$ cat src/rtl/rvh_l1d_req_dec_arb.sv
// L1D request front end: PTW > store > round-robin loads, opcode decode, one-entry output stage.
// Optional perf counters are enabled by defining RVH_L1D_DEC_PERF_EN.
module rvh_l1d_req_dec_arb #(
   parameter int unsigned N_LD_PORT    = 2,
   parameter int unsigned LDU_OP_WIDTH = 3,
   parameter int unsigned STU_OP_WIDTH = 5,
   parameter int unsigned TAG_W        = 4,
   localparam int unsigned PORT_W      = (N_LD_PORT > 1) ? $clog2(N_LD_PORT) : 1
) (
   input  logic                            clk,
   input  logic                            rst_n,
   input  logic [N_LD_PORT-1:0]            ld_req_vld_i,
   input  logic [N_LD_PORT*LDU_OP_WIDTH-1:0] ld_req_opcode_i,
   input  logic [N_LD_PORT*TAG_W-1:0]      ld_req_tag_i,
   output logic [N_LD_PORT-1:0]            ld_req_rdy_o,
   input  logic                            st_req_vld_i,
   input  logic [STU_OP_WIDTH-1:0]         st_req_opcode_i,
   input  logic [TAG_W-1:0]                st_req_tag_i,
   output logic                            st_req_rdy_o,
   input  logic                            ptw_req_vld_i,
   input  logic [TAG_W-1:0]                ptw_req_tag_i,
   output logic                            ptw_req_rdy_o,
   output logic                            dec_vld_o,
   input  logic                            dec_rdy_i,
   output logic [14:0]                     dec_req_type_o,
   output logic [1:0]                      dec_src_o,
   output logic [PORT_W-1:0]               dec_ld_port_o,
   output logic [TAG_W-1:0]                dec_tag_o,
   output logic                            dec_illegal_o
`ifdef RVH_L1D_DEC_PERF_EN
  ,output logic [31:0]                     perf_ld_cnt_o,
   output logic [31:0]                     perf_st_cnt_o,
   output logic [31:0]                     perf_ptw_cnt_o,
   output logic [31:0]                     perf_stall_cnt_o
`endif
);

   logic [PORT_W-1:0]       rr_q;
   logic [PORT_W-1:0]       ld_win;
   logic                    ld_any;
   logic                    gnt_ptw, gnt_st, gnt_ld;
   logic                    can_acc, acc;
   logic [LDU_OP_WIDTH-1:0] ld_op;
   logic [TAG_W-1:0]        ld_tag;
   int unsigned             lop, sop;

   logic                    vld_q;
   logic [14:0]             type_q, type_d;
   logic [1:0]              src_q, src_d;
   logic [PORT_W-1:0]       port_q, port_d;
   logic [TAG_W-1:0]        tag_q, tag_d;
   logic                    ill_q, ill_d;
   logic [2:0]              amo_func;

   // Two passes: ports at or above rr_q first, then wrap to the lower ones.
   always_comb begin
      ld_any = 1'b0;
      ld_win = '0;
      for (int i = 0; i < N_LD_PORT; i++) begin
         if (!ld_any && ld_req_vld_i[i] && (PORT_W'(i) >= rr_q)) begin
            ld_any = 1'b1;
            ld_win = PORT_W'(i);
         end
      end
      for (int i = 0; i < N_LD_PORT; i++) begin
         if (!ld_any && ld_req_vld_i[i]) begin
            ld_any = 1'b1;
            ld_win = PORT_W'(i);
         end
      end
   end

   always_comb begin
      ld_op  = '0;
      ld_tag = '0;
      for (int i = 0; i < N_LD_PORT; i++) begin
         if (ld_win == PORT_W'(i)) begin
            ld_op  = ld_req_opcode_i[i*LDU_OP_WIDTH +: LDU_OP_WIDTH];
            ld_tag = ld_req_tag_i[i*TAG_W +: TAG_W];
         end
      end
   end

   assign gnt_ptw = ptw_req_vld_i;
   assign gnt_st  = st_req_vld_i & ~ptw_req_vld_i;
   assign gnt_ld  = ld_any & ~st_req_vld_i & ~ptw_req_vld_i;
   assign can_acc = ~vld_q | dec_rdy_i;
   assign acc     = (gnt_ptw | gnt_st | gnt_ld) & can_acc;

   assign ptw_req_rdy_o = gnt_ptw & can_acc;
   assign st_req_rdy_o  = gnt_st & can_acc;

   always_comb begin
      ld_req_rdy_o = '0;
      for (int i = 0; i < N_LD_PORT; i++) begin
         ld_req_rdy_o[i] = gnt_ld & can_acc & (ld_win == PORT_W'(i));
      end
   end

   assign lop = 32'(ld_op);
   assign sop = 32'(st_req_opcode_i);

   always_comb begin
      case (sop)
         11, 12:         amo_func = 3'd0;
         13, 14:         amo_func = 3'd1;
         15, 16:         amo_func = 3'd2;
         17, 18:         amo_func = 3'd3;
         19, 20:         amo_func = 3'd4;
         21, 22, 23, 24: amo_func = 3'd5;
         default:        amo_func = 3'd6;
      endcase
   end

   always_comb begin
      type_d = '0;
      ill_d  = 1'b0;
      src_d  = 2'd0;
      port_d = '0;
      tag_d  = ld_tag;
      if (gnt_ptw) begin
         src_d  = 2'd2;
         tag_d  = ptw_req_tag_i;
         type_d = 15'h2002;
      end else if (gnt_st) begin
         src_d = 2'd1;
         tag_d = st_req_tag_i;
         case (sop)
            0:       type_d = 15'h1010;
            1:       type_d = 15'h1008;
            2:       type_d = 15'h1004;
            3:       type_d = 15'h1002;
            7:       type_d = 15'h0044;
            8:       type_d = 15'h0042;
            9:       type_d = 15'h0024;
            10:      type_d = 15'h0022;
            default: begin
               if (sop >= 11 && sop <= 28) begin
                  type_d[11]  = 1'b1;
                  type_d[10]  = (sop == 23) || (sop == 24) || (sop == 27) || (sop == 28);
                  type_d[9:7] = amo_func;
                  type_d[2]   = st_req_opcode_i[0];
                  type_d[1]   = ~st_req_opcode_i[0];
               end else begin
                  ill_d = 1'b1;
               end
            end
         endcase
      end else begin
         port_d = ld_win;
         case (lop)
            0:       type_d = 15'h4010;
            1:       type_d = 15'h4008;
            2:       type_d = 15'h4004;
            3:       type_d = 15'h4011;
            4:       type_d = 15'h4009;
            5:       type_d = 15'h4005;
            6:       type_d = 15'h4002;
            default: ill_d  = 1'b1;
         endcase
      end
   end

   always_ff @(posedge clk or negedge rst_n) begin
      if (!rst_n) begin
         vld_q  <= 1'b0;
         type_q <= '0;
         src_q  <= '0;
         port_q <= '0;
         tag_q  <= '0;
         ill_q  <= 1'b0;
         rr_q   <= '0;
      end else begin
         if (acc) begin
            vld_q  <= 1'b1;
            type_q <= type_d;
            src_q  <= src_d;
            port_q <= port_d;
            tag_q  <= tag_d;
            ill_q  <= ill_d;
            if (gnt_ld) begin
               rr_q <= (ld_win == PORT_W'(N_LD_PORT - 1)) ? '0 : ld_win + 1'b1;
            end
         end else if (can_acc) begin
            vld_q <= 1'b0;
         end
      end
   end

   assign dec_vld_o      = vld_q;
   assign dec_req_type_o = type_q;
   assign dec_src_o      = src_q;
   assign dec_ld_port_o  = port_q;
   assign dec_tag_o      = tag_q;
   assign dec_illegal_o  = ill_q;

`ifdef RVH_L1D_DEC_PERF_EN
   logic [31:0] ld_cnt_q, st_cnt_q, ptw_cnt_q, stall_cnt_q;
   logic        any_vld;

   assign any_vld = ptw_req_vld_i | st_req_vld_i | (|ld_req_vld_i);

   // Saturating counters.
   always_ff @(posedge clk or negedge rst_n) begin
      if (!rst_n) begin
         ld_cnt_q    <= '0;
         st_cnt_q    <= '0;
         ptw_cnt_q   <= '0;
         stall_cnt_q <= '0;
      end else begin
         if (acc && gnt_ld && ld_cnt_q != '1)        ld_cnt_q    <= ld_cnt_q + 32'd1;
         if (acc && gnt_st && st_cnt_q != '1)        st_cnt_q    <= st_cnt_q + 32'd1;
         if (acc && gnt_ptw && ptw_cnt_q != '1)      ptw_cnt_q   <= ptw_cnt_q + 32'd1;
         if (any_vld && !acc && stall_cnt_q != '1)   stall_cnt_q <= stall_cnt_q + 32'd1;
      end
   end

   assign perf_ld_cnt_o    = ld_cnt_q;
   assign perf_st_cnt_o    = st_cnt_q;
   assign perf_ptw_cnt_o   = ptw_cnt_q;
   assign perf_stall_cnt_o = stall_cnt_q;
`endif

endmodule

$ cat config.mk
export PLATFORM = sky130hd
export DESIGN_NAME = rvh_l1d_req_dec_arb
export DESIGN_NICKNAME = d
export VERILOG_FILES = /design/src/rtl/rvh_l1d_req_dec_arb.sv
export SDC_FILE = /design/constraint.sdc
export NUM_CORES = 1
export LEC_CHECK = 0
export BUFFER_PORTS_ARGS = -buffer_cell sky130_fd_sc_hd__buf_2
export CORE_ASPECT_RATIO = 1.75
export CORE_MARGIN = 10
export CORE_UTILIZATION = 53
export DETAILED_ROUTE_END_ITERATION = 10
export PLACE_DENSITY = 0.85
export SYNTH_ARGS = -nofsm -noshare
export SYNTH_HDL_FRONTEND = slang
export SYNTH_SLANG_ARGS = --single-unit
$ cat constraint.sdc
create_clock -name clk -period 3.3 [get_ports clk]
set_input_delay 0.495 -clock clk [delete_from_list [all_inputs] [get_ports clk]]
set_output_delay 0.495 -clock clk [all_outputs]
set_load 0.005 [all_outputs]
==> flow_metrics.tcl, run 1 <==
set metrics [dict create \
    period_minus_slack_ns 2.242 \
    synth-xor-area-share_pct 1.047 \
    row_count 27 \
    gp_congestion 0.9131 \
    fillers 302 \
    clk_latency_ns 0.26 \
    vdd_ir_drop_max_mv 0.2365 \
    die_area_um2 5892 \
    synth_mux_area_share_pct 4.862 \
    fin_area_um2 2049 \
    synthAdderAreaFrac_pct 3.740 \
    max_cap_viol_count 0 \
    ys_warn_count 0 \
    setup-violations-final 0 \
    cts_root_buffer "clkbuf_8" \
    layout_commonest_cell "buf_2" \
    fp.dieW_um 62.47 \
    vias_per_cell 5.717 \
    core_area_um2 3108 \
    multi_input_area_um2 969.7 \
    drt_iter0_drc 68 \
    synth_top_area_share_pct 35.90 \
    layout_common_cells "buf_2, dfrtp_1, o21ai_0" \
    required_ns 2.80 \
    relSlewSlack_pct 56.89 \
    hold_class "in2async" \
    antenna_found_initial 0 \
    finalCritPeriodShare_pct 67.95 \
    cts_tree "done" \
    grt_pass1_wl_um 7527 \
    yosysUniqueCellTypes 47 \
    htree_levels 1 \
    die_h_um 94.32 \
    slowest_delay_ns 0.40 \
    post_cts_buffers 0 \
    io_pins 62 \
    path_clk_slew_ns 0.09 \
    netlist_area_um2 1673 \
    drt_wl_total_um 4593 \
    crit_path_end_kind "output port" \
    synth_top_family_by_area "compound AO/OA/AOI/OAI gates" \
    p_total_uw 777.9 \
    synth-simple-area-share_pct 19.90 \
    worst_pin_slew_ns 0.6399 \
    skew_ns 0.007670 \
    yosysTopAreaCell "dfrtp_1" \
    final.setup.tns_ns 0 \
    ys_seq_area_share_pct 35.90 \
    drtPass1Iterations 4 \
    crit_type "reg2out" \
    dp_hpwl_um 3692 \
    nets 280 \
    area_growth_syn_to_layout_pct 22.51 \
    gr-total-overflow 0 \
    dp.cells 279 \
    antenna_cells 0 \
    syn_avg_cell_area_um2 9.092 \
    grt_max_degree 25 \
    drtAntennaViolNets 0 \
    drc 0 \
    grt_pass1_vias 1602 \
    rsz0062_at_grt "no" \
    final_cell_count_no_fill 283 \
    power_density_nw_per_um2 379.5 \
    seqCellArea_um2 600.6 \
    syn_inst 184 \
    crit_fanout 6 \
    io_buffer_count 61 \
    slew_violations 0 \
    synth_seq_cells 24 \
    status "complete, no violations" \
    cts_hold_buf 0 \
    syn-num-nets 223 \
    cp_slowest_cell "dfrtp_1" \
    crit_path_cell_trace "nor2b_1 > nor3_1 > o21ai_0 > nor2_1 > buf_2" \
    reg2reg_slack_ns 1.61 \
    timing.hold.ws_ns 0.2013 \
    cts_made_buffers 3 \
    hold_viol_final 0 \
    cp_top_family "simple AND/OR/NAND/NOR gates" \
    cp-start-kind "flip-flop" \
    vias 1618 \
    synthTopCellsByArea "dfrtp_1, o21ai_0, mux2i_1, nand2_1, ha_1" \
    synth_compound_area_share_pct 28.42 \
    initial_utilization_pct 53.82 \
    max_freq_mhz 445.9 \
    drive_above_1_share_pct 31.25 \
    path_buf_inv 1 \
    wire_per_inst_um 16.23 \
    clockBufferDepth 2 \
    p_leak_nw 1.050 \
    cp_data_arrival_time_ns 1.75 \
    clock-sinks 24 \
    ctsResizeCount 0 \
    placed_area_um2 1978 \
    gr-usage-all-layers_pct 15.01 \
]
==> where the power goes <==
group | leakage [nW] | internal, mW | switching, mW | total (mW)
logic | 0.704 | 0.0849 | 0.105 | 0.190
registers | 0.310 | 0.317 | 0.0133 | 0.331
clock network | 0.0357 | 0.162 | 0.0950 | 0.257
total | 1.05 | 0.564 | 0.214 | 0.778
==> cells in the mapped netlist (all sizes together) <==
cell,count
a211oi,1
a21boi,2
a21o,4
a21oi,5
a221o,4
a221oi,3
a22o,5
a22oi,1
a311oi,1
a31oi,1
a32o,3
a41oi,1
and2,1
and3,4
buf,8
clkbuf,3
dfrtp,24
ha,5
inv,9
mux2,1
mux2i,7
nand2,18
nand2b,4
nand3,2
nand3b,3
nand4,1
nor2,10
nor2b,6
nor3,5
nor3b,4
o211ai,4
o21a,1
o21ai,22
o221ai,1
o22ai,1
o41ai,3
or2,1
or3,3
xnor2,2
==> final cells by class <==
cell class	instances	area share (%)
repair buffers	63	15.63
inverters	9	1.648
well taps	43	2.625
clock inverters	1	1.465
multi-input cells	140	47.31
clock buffers	3	2.015
flip-flops and latches	24	29.30
==> per-layer routing <==
metal	GRT usage [%]	up-vias	part of all wire [%]
met2	27.66	55	53
met4	5.805	0	1.6
li1	-	790	-
met3	3.704	8	6.1
met5	0	-	0
met1	16.03	765	39
==> stage by stage <==
step | worst slack, ns | util, %
floorplan | 1.463 | -
global placement | 1.172 | 63.65
detailed placement | 1.113 | 63.65
CTS | 1.051 | 65.94
global route | 0.8517 | 65.94
finish | 1.058 | 65.94
==> cells by family after synthesis <==
group	count (synthesis)
compound gates	63
xor+xnor	2
fa+ha+maj	5
buf+inv	20
flops	24
mux	8
simple gates	62
==> sequential cells by signal (all words and copies together), names as in the netlist <==
register and flops:
dec_illegal_o 1, dec_ld_port_o 1, dec_req_type_o 15, dec_src_o 1, dec_tag_o 4, dec_vld_o 1, rr_q 1
==> final timing paths <==
check                      cells past startpoint                  to               start
min in group clk                               1  dec_req_type_o[11]  dec_req_type_o[11]
hold reg to reg                                1  dec_req_type_o[11]  dec_req_type_o[11]
max in group asynchronous                      1        dec_tag_o[3]               rst_n
setup reg to reg                               5   dec_req_type_o[9]           dec_vld_o
hold / removal                                 1        dec_tag_o[0]               rst_n
setup / recovery                               5     ld_req_rdy_o[1]           dec_vld_o
(Power assumes the default switching activity.)
==> run 2: changes to the inputs <==
CORE_UTILIZATION = 49   (was 53)
PLACE_DENSITY = 0.79   (was 0.85)
clock period = 2.25 ns   (was 3.3 ns; I/O delays follow)
==> run 2 against run 1 <==
- via count hardly changed
- critical path type unchanged
- largest power group unchanged
- utilization fell by 4.6 points
- combinational power grew 49%
- non-clock buffer count increased by 1
- routed wire length is 4.8% higher
- clock power is 14% higher
- critical path depth is the same
- register-to-register slack worse by 1.0 ns
==> flow_metrics.tcl, run 2 (synthesis results as in run 1) <==
set metrics [dict create \
    worst_pin_slew_ns 0.6108 \
    core_area_um2 3328 \
    max_freq_mhz 498.6 \
    p_sw_share_pct 29.68 \
    dp_hpwl_um 3883 \
    cts_made_buffers 3 \
    cts_root_buffer "clkbuf_8" \
    timing.hold.ws_ns 0.03952 \
    power_density_nw_per_um2 520.1 \
    grt_max_degree 25 \
    rsz0062_at_grt "no" \
    reg2reg_from "rr_q" \
    relSlewSlack_pct 58.85 \
    wire_per_inst_um 16.83 \
    antenna_found_initial 0 \
    slowest_delay_ns 0.39 \
    ctsResizeCount 0 \
    io_buffer_count 61 \
    nets 281 \
    cp_data_arrival_time_ns 1.67 \
    p_leak_nw 1.048 \
    grt_pass1_wl_um 7852 \
    htree_levels 1 \
    drc 0 \
    layout_commonest_cell "buf_2" \
    cp_slowest_cell "dfrtp_1" \
    period_minus_slack_ns 2.006 \
    finalCritPeriodShare_pct 89.14 \
    path_clk_slew_ns 0.08 \
    crit_fanout 6 \
    p_sw_uw 315.4 \
    drt_wl_total_um 4813 \
    crit_path_end_kind "output port" \
    r2r_cells 4 \
    gp_congestion 0.9267 \
    antenna_cells 0 \
    vias 1619 \
    io_pins 62 \
    grt_pass1_vias 1658 \
    drtPass1Iterations 4 \
    pwr-share-seq_pct 45.6 \
    gr-usage-all-layers_pct 15.17 \
    vdd_ir_drop_max_mv 0.5777 \
    area_growth_syn_to_layout_pct 22.14 \
    required_ns 1.91 \
    vias_per_cell 5.661 \
    crit_type "reg2out" \
    final.setup.tns_ns 0 \
    reg2reg_slack_ns 0.61 \
    final_util_pct 61.39 \
    clk_latency_ns 0.27 \
    status "complete, no violations" \
    cp-start-kind "flip-flop" \
    fp.dieW_um 64.17 \
    crit_path_cell_trace "nor2b_1 > nor3_1 > o21ai_0 > nor2_1 > buf_2" \
    drtAntennaViolNets 0 \
    clkPwrFrac_pct 27.7 \
    drive_above_1_share_pct 31.54 \
    drt_iter0_drc 87 \
    clockBufferDepth 2 \
    internal_power_uw 747.2 \
    layout_common_cells "buf_2, dfrtp_1, o21ai_0" \
    clock-sinks 24 \
    p_comb_share_pct 26.7 \
    post_cts_buffers 0 \
    die_h_um 97.30 \
    skew_ns 0.001124 \
    slew_violations 0 \
    row_count 28 \
    largest_register_ffs 15 \
    cts_tree "done" \
    r2r-end "dec_req_type_o[1]" \
    hold_class "in2async" \
    gr-total-overflow 0 \
    cts_hold_buf 0 \
    setup-violations-final 0 \
    hold_viol_final 0 \
    initial_utilization_pct 50.26 \
    die_area_um2 6243 \
    max_cap_viol_count 0 \
]
-- run 2: changes by cell type in the layout (fill, tap and decap cells not counted) --
cell	change
bufinv_16	-1
buf_4	+1
clkbuf_8	+1
-- run 2: how the worst max path moves through the flow --
| stage | start | end | slack, ns |
|---|---|---|---|
| final | dec_vld_o | ld_req_rdy_o[1] | 0.24 |
| after global routing | dec_vld_o | ld_req_rdy_o[1] | 0.04 |
| after CTS | dec_vld_o | ld_req_rdy_o[1] | 0.23 |
| after detailed placement | st_req_opcode_i[0] | dec_req_type_o[9] | 0.19 |
| after global placement | st_req_opcode_i[0] | dec_req_type_o[9] | 0.25 |
| after floorplan | st_req_opcode_i[0] | dec_req_type_o[9] | 0.57 |
-- run 2: layout make-up --
class | count | area [um2]
well taps | 45 | 56.30
fillers | 293 | 1285
clock buffers | 4 | 55.05
repair buffers | 64 | 327.8
flip-flops and latches | 24 | 600.6
inverters | 9 | 33.78
multi-input cells | 140 | 969.7
-- run 2: metal layers --
layer | GRT usage, % | routed length [um] | up-vias
met3 | 3.349 | 270 | 12
met2 | 26.64 | 2484 | 55
li1 | - | - | 789
met4 | 8.113 | 183 | 0
met5 | 0 | 0 | -
met1 | 16.07 | 1874 | 763
-- run 2: per-stage QoR --
stage	area (um2)	setup slack, ns	cells	total power, mW
CTS	2043	0.2320	286	1.069
finish	2043	0.2444	286	1.063
global route	2043	0.04397	286	1.125
detailed placement	1988	0.1883	282	0.7803
floorplan	1673	0.5700	184	0.6595
global placement	1988	0.2540	282	0.7759
-- run 2: critical path, delay by kind of cell (launching register included) --
kind	cells	cell delay, ns
simple gates	3	0.57
flops	1	0.39
compound gates	1	0.28
buf+inv	1	0.16
-- run 2: power groups by stage --
| stage | sequential, mW | clock [mW] | combinational (mW) |
|---|---|---|---|
| finish | 0.485 | 0.294 | 0.283 |
| global route | 0.490 | 0.319 | 0.317 |
| CTS | 0.485 | 0.296 | 0.287 |
| detailed placement | 0.494 | 0 | 0.287 |
| global placement | 0.492 | 0 | 0.284 |
| floorplan | 0.496 | 0 | 0.163 |
==> run 3: changes to the inputs <==
GPL_TIMING_DRIVEN = 0   (was not set)
HOLD_SLACK_MARGIN = 0.12   (was not set)
==> run 3 against run 2 <==
- via count grew 1.3%
- first-iteration DRC count decreased by 3.4%
- final area rose by 3.1%
- fmax is 2.2% lower
- critical path depth unchanged
- global-route usage is 0.13 points lower
- flip-flop and latch count unchanged
- critical endpoint unchanged
- largest power group unchanged
- highest routed layer unchanged
==> flow_metrics.tcl, run 3 (synthesis results as in run 1) <==
set metrics [dict create \
    reg2reg_from "rr_q" \
    die_h_um 97.30 \
    clk_latency_ns 0.27 \
    worst_hold_path.endpoint "dec_vld_o" \
    timing.hold.ws_ns 0.3217 \
    row_count 28 \
    cts_tree "done" \
    cts_made_buffers 3 \
    gp_congestion 0.9088 \
    crit_path_end_kind "output port" \
    max_cap_viol_count 0 \
    vdd_ir_drop_max_mv 0.4936 \
    drt_iter0_drc 84 \
    clockBufferDepth 2 \
    htree_levels 1 \
    path_buf_inv 1 \
    hold_class "in2reg" \
    post_cts_buffers 0 \
    drive_above_1_share_pct 31.85 \
    min_from "ld_req_vld_i[0]" \
    wire_per_inst_um 16.28 \
    r2r_cells 5 \
    power_density_nw_per_um2 551.7 \
    grt_pass1_vias 1714 \
    area_growth_syn_to_layout_pct 25.88 \
    core_area_um2 3328 \
    final.setup.tns_ns 0 \
    dp_hpwl_um 3900 \
    slowest_delay_ns 0.39 \
    die_area_um2 6243 \
    status "complete, no violations" \
    p_leak_nw 1.078 \
    path_clk_slew_ns 0.09 \
    vias 1640 \
    drc 0 \
    worst_pin_slew_ns 0.6389 \
    antenna_found_initial 0 \
    nets 288 \
    fp.dieW_um 64.17 \
    largest_register_ffs 15 \
    io_pins 62 \
    fillers 289 \
    grt_pass1_wl_um 7914 \
    initial_utilization_pct 50.26 \
    drt_wl_total_um 4770 \
    grt_max_degree 25 \
    crit_type "reg2out" \
    gr-usage-all-layers_pct 15.04 \
    finalCritPeriodShare_pct 91.15 \
    period_minus_slack_ns 2.051 \
    cp-start-kind "flip-flop" \
    crit_path_cell_trace "nor2b_1 > nor3_1 > o21ai_0 > nor2_1 > buf_2" \
    max_freq_mhz 487.6 \
    antenna_cells 0 \
    drtAntennaViolNets 0 \
    cp_slowest_cell "dfrtp_1" \
    cts_root_buffer "clkbuf_8" \
    layout_common_cells "buf_2, dfrtp_1, o21ai_0" \
    whs_path_depth 3 \
    reg2reg_slack_ns 0.67 \
    cp_data_arrival_time_ns 1.71 \
    r2r-end "dec_illegal_o" \
    drtPass1Iterations 4 \
    setup-violations-final 0 \
    vias_per_cell 5.597 \
    gr-total-overflow 0 \
    slew_violations 0 \
    required_ns 1.91 \
    layout_commonest_cell "buf_2" \
    clock-sinks 24 \
    crit_fanout 6 \
    rsz0062_at_grt "no" \
    hold_viol_final 0 \
    cp_top_family "simple AND/OR/NAND/NOR gates" \
    skew_ns 0.006190 \
    io_buffer_count 59 \
    relSlewSlack_pct 57.26 \
]
## run 3: changes by cell type in the layout (fill, tap and decap cells not counted)
| cell | change |
|---|---|
| clkbuf_8 | -1 |
| clkbuf_1 | +3 |
| buf_4 | -1 |
| buf_2 | +2 |
| bufinv_16 | +1 |
| dlygate4sd3_1 | +1 |
| buf_6 | +2 |
## run 3: final cells by class
cell class | count | area, um2 | share of cell area, %
Buffer | 11 | 68.82 | 3.268
Clock buffer | 3 | 41.29 | 1.961
Clock inverter | 1 | 30.03 | 1.426
Inverter | 9 | 33.78 | 1.604
Multi-Input combinational cell | 140 | 969.7 | 46.05
Sequential cell | 24 | 600.6 | 28.52
Tap cell | 45 | 56.30 | 2.674
Timing Repair Buffer | 60 | 305.3 | 14.50
## run 3: where the power goes
group,internal (mW),switching (mW),total [mW]
combinational,0.134,0.160,0.294
clock,0.238,0.145,0.383
sequential,0.465,0.0194,0.485
## run 3: layer usage
metal	track usage (%)	wire [um]	vias to the layer above
met2	27.25	2530	49
met1	15.67	1836	769
met3	3.580	264	10
met5	0	0	-
met4	6.457	138	0
li1	-	-	812
## run 3: worst min-delay path: stages
cell and delay (ns):
buf_2 0.13, nor2_1 0.05, nand2_1 0.05
## run 3: timing repair
action | in CTS | in global routing
gates resized for setup | 0 | 0
hold endpoints to repair | 24 | 0
hold buffers | 1 | 0
## run 3: worst max path at each step
| stage | start | endpoint | slack, ns | depth (start not counted) |
|---|---|---|---|---|
| 6_report | dec_vld_o | ld_req_rdy_o[1] | 0.20 | 5 |
| 5_1_grt | dec_vld_o | ld_req_rdy_o[1] | 0.07 | 5 |
| 4_1_cts | dec_vld_o | ld_req_rdy_o[1] | 0.19 | 5 |
| 3_5_place_dp | st_req_opcode_i[0] | dec_req_type_o[9] | 0.18 | 8 |
| 3_3_place_gp | st_req_opcode_i[0] | dec_req_type_o[9] | 0.18 | 8 |
| 2_1_floorplan | st_req_opcode_i[0] | dec_req_type_o[9] | 0.57 | 7 |
## run 3: stage by stage
stage | std cells | util, % | worst slack, ns | total power [mW] | area [um2]
5_1_grt | 293 | 63.27 | 0.06605 | 1.223 | 2106
6_report | 293 | 63.27 | 0.1992 | 1.162 | 2106
3_3_place_gp | 288 | 60.83 | 0.1850 | 0.7826 | 2024
3_5_place_dp | 288 | 60.83 | 0.1843 | 0.7890 | 2024
2_1_floorplan | 184 | - | 0.5700 | 0.6595 | 1673
4_1_cts | 293 | 63.27 | 0.1890 | 1.168 | 2106
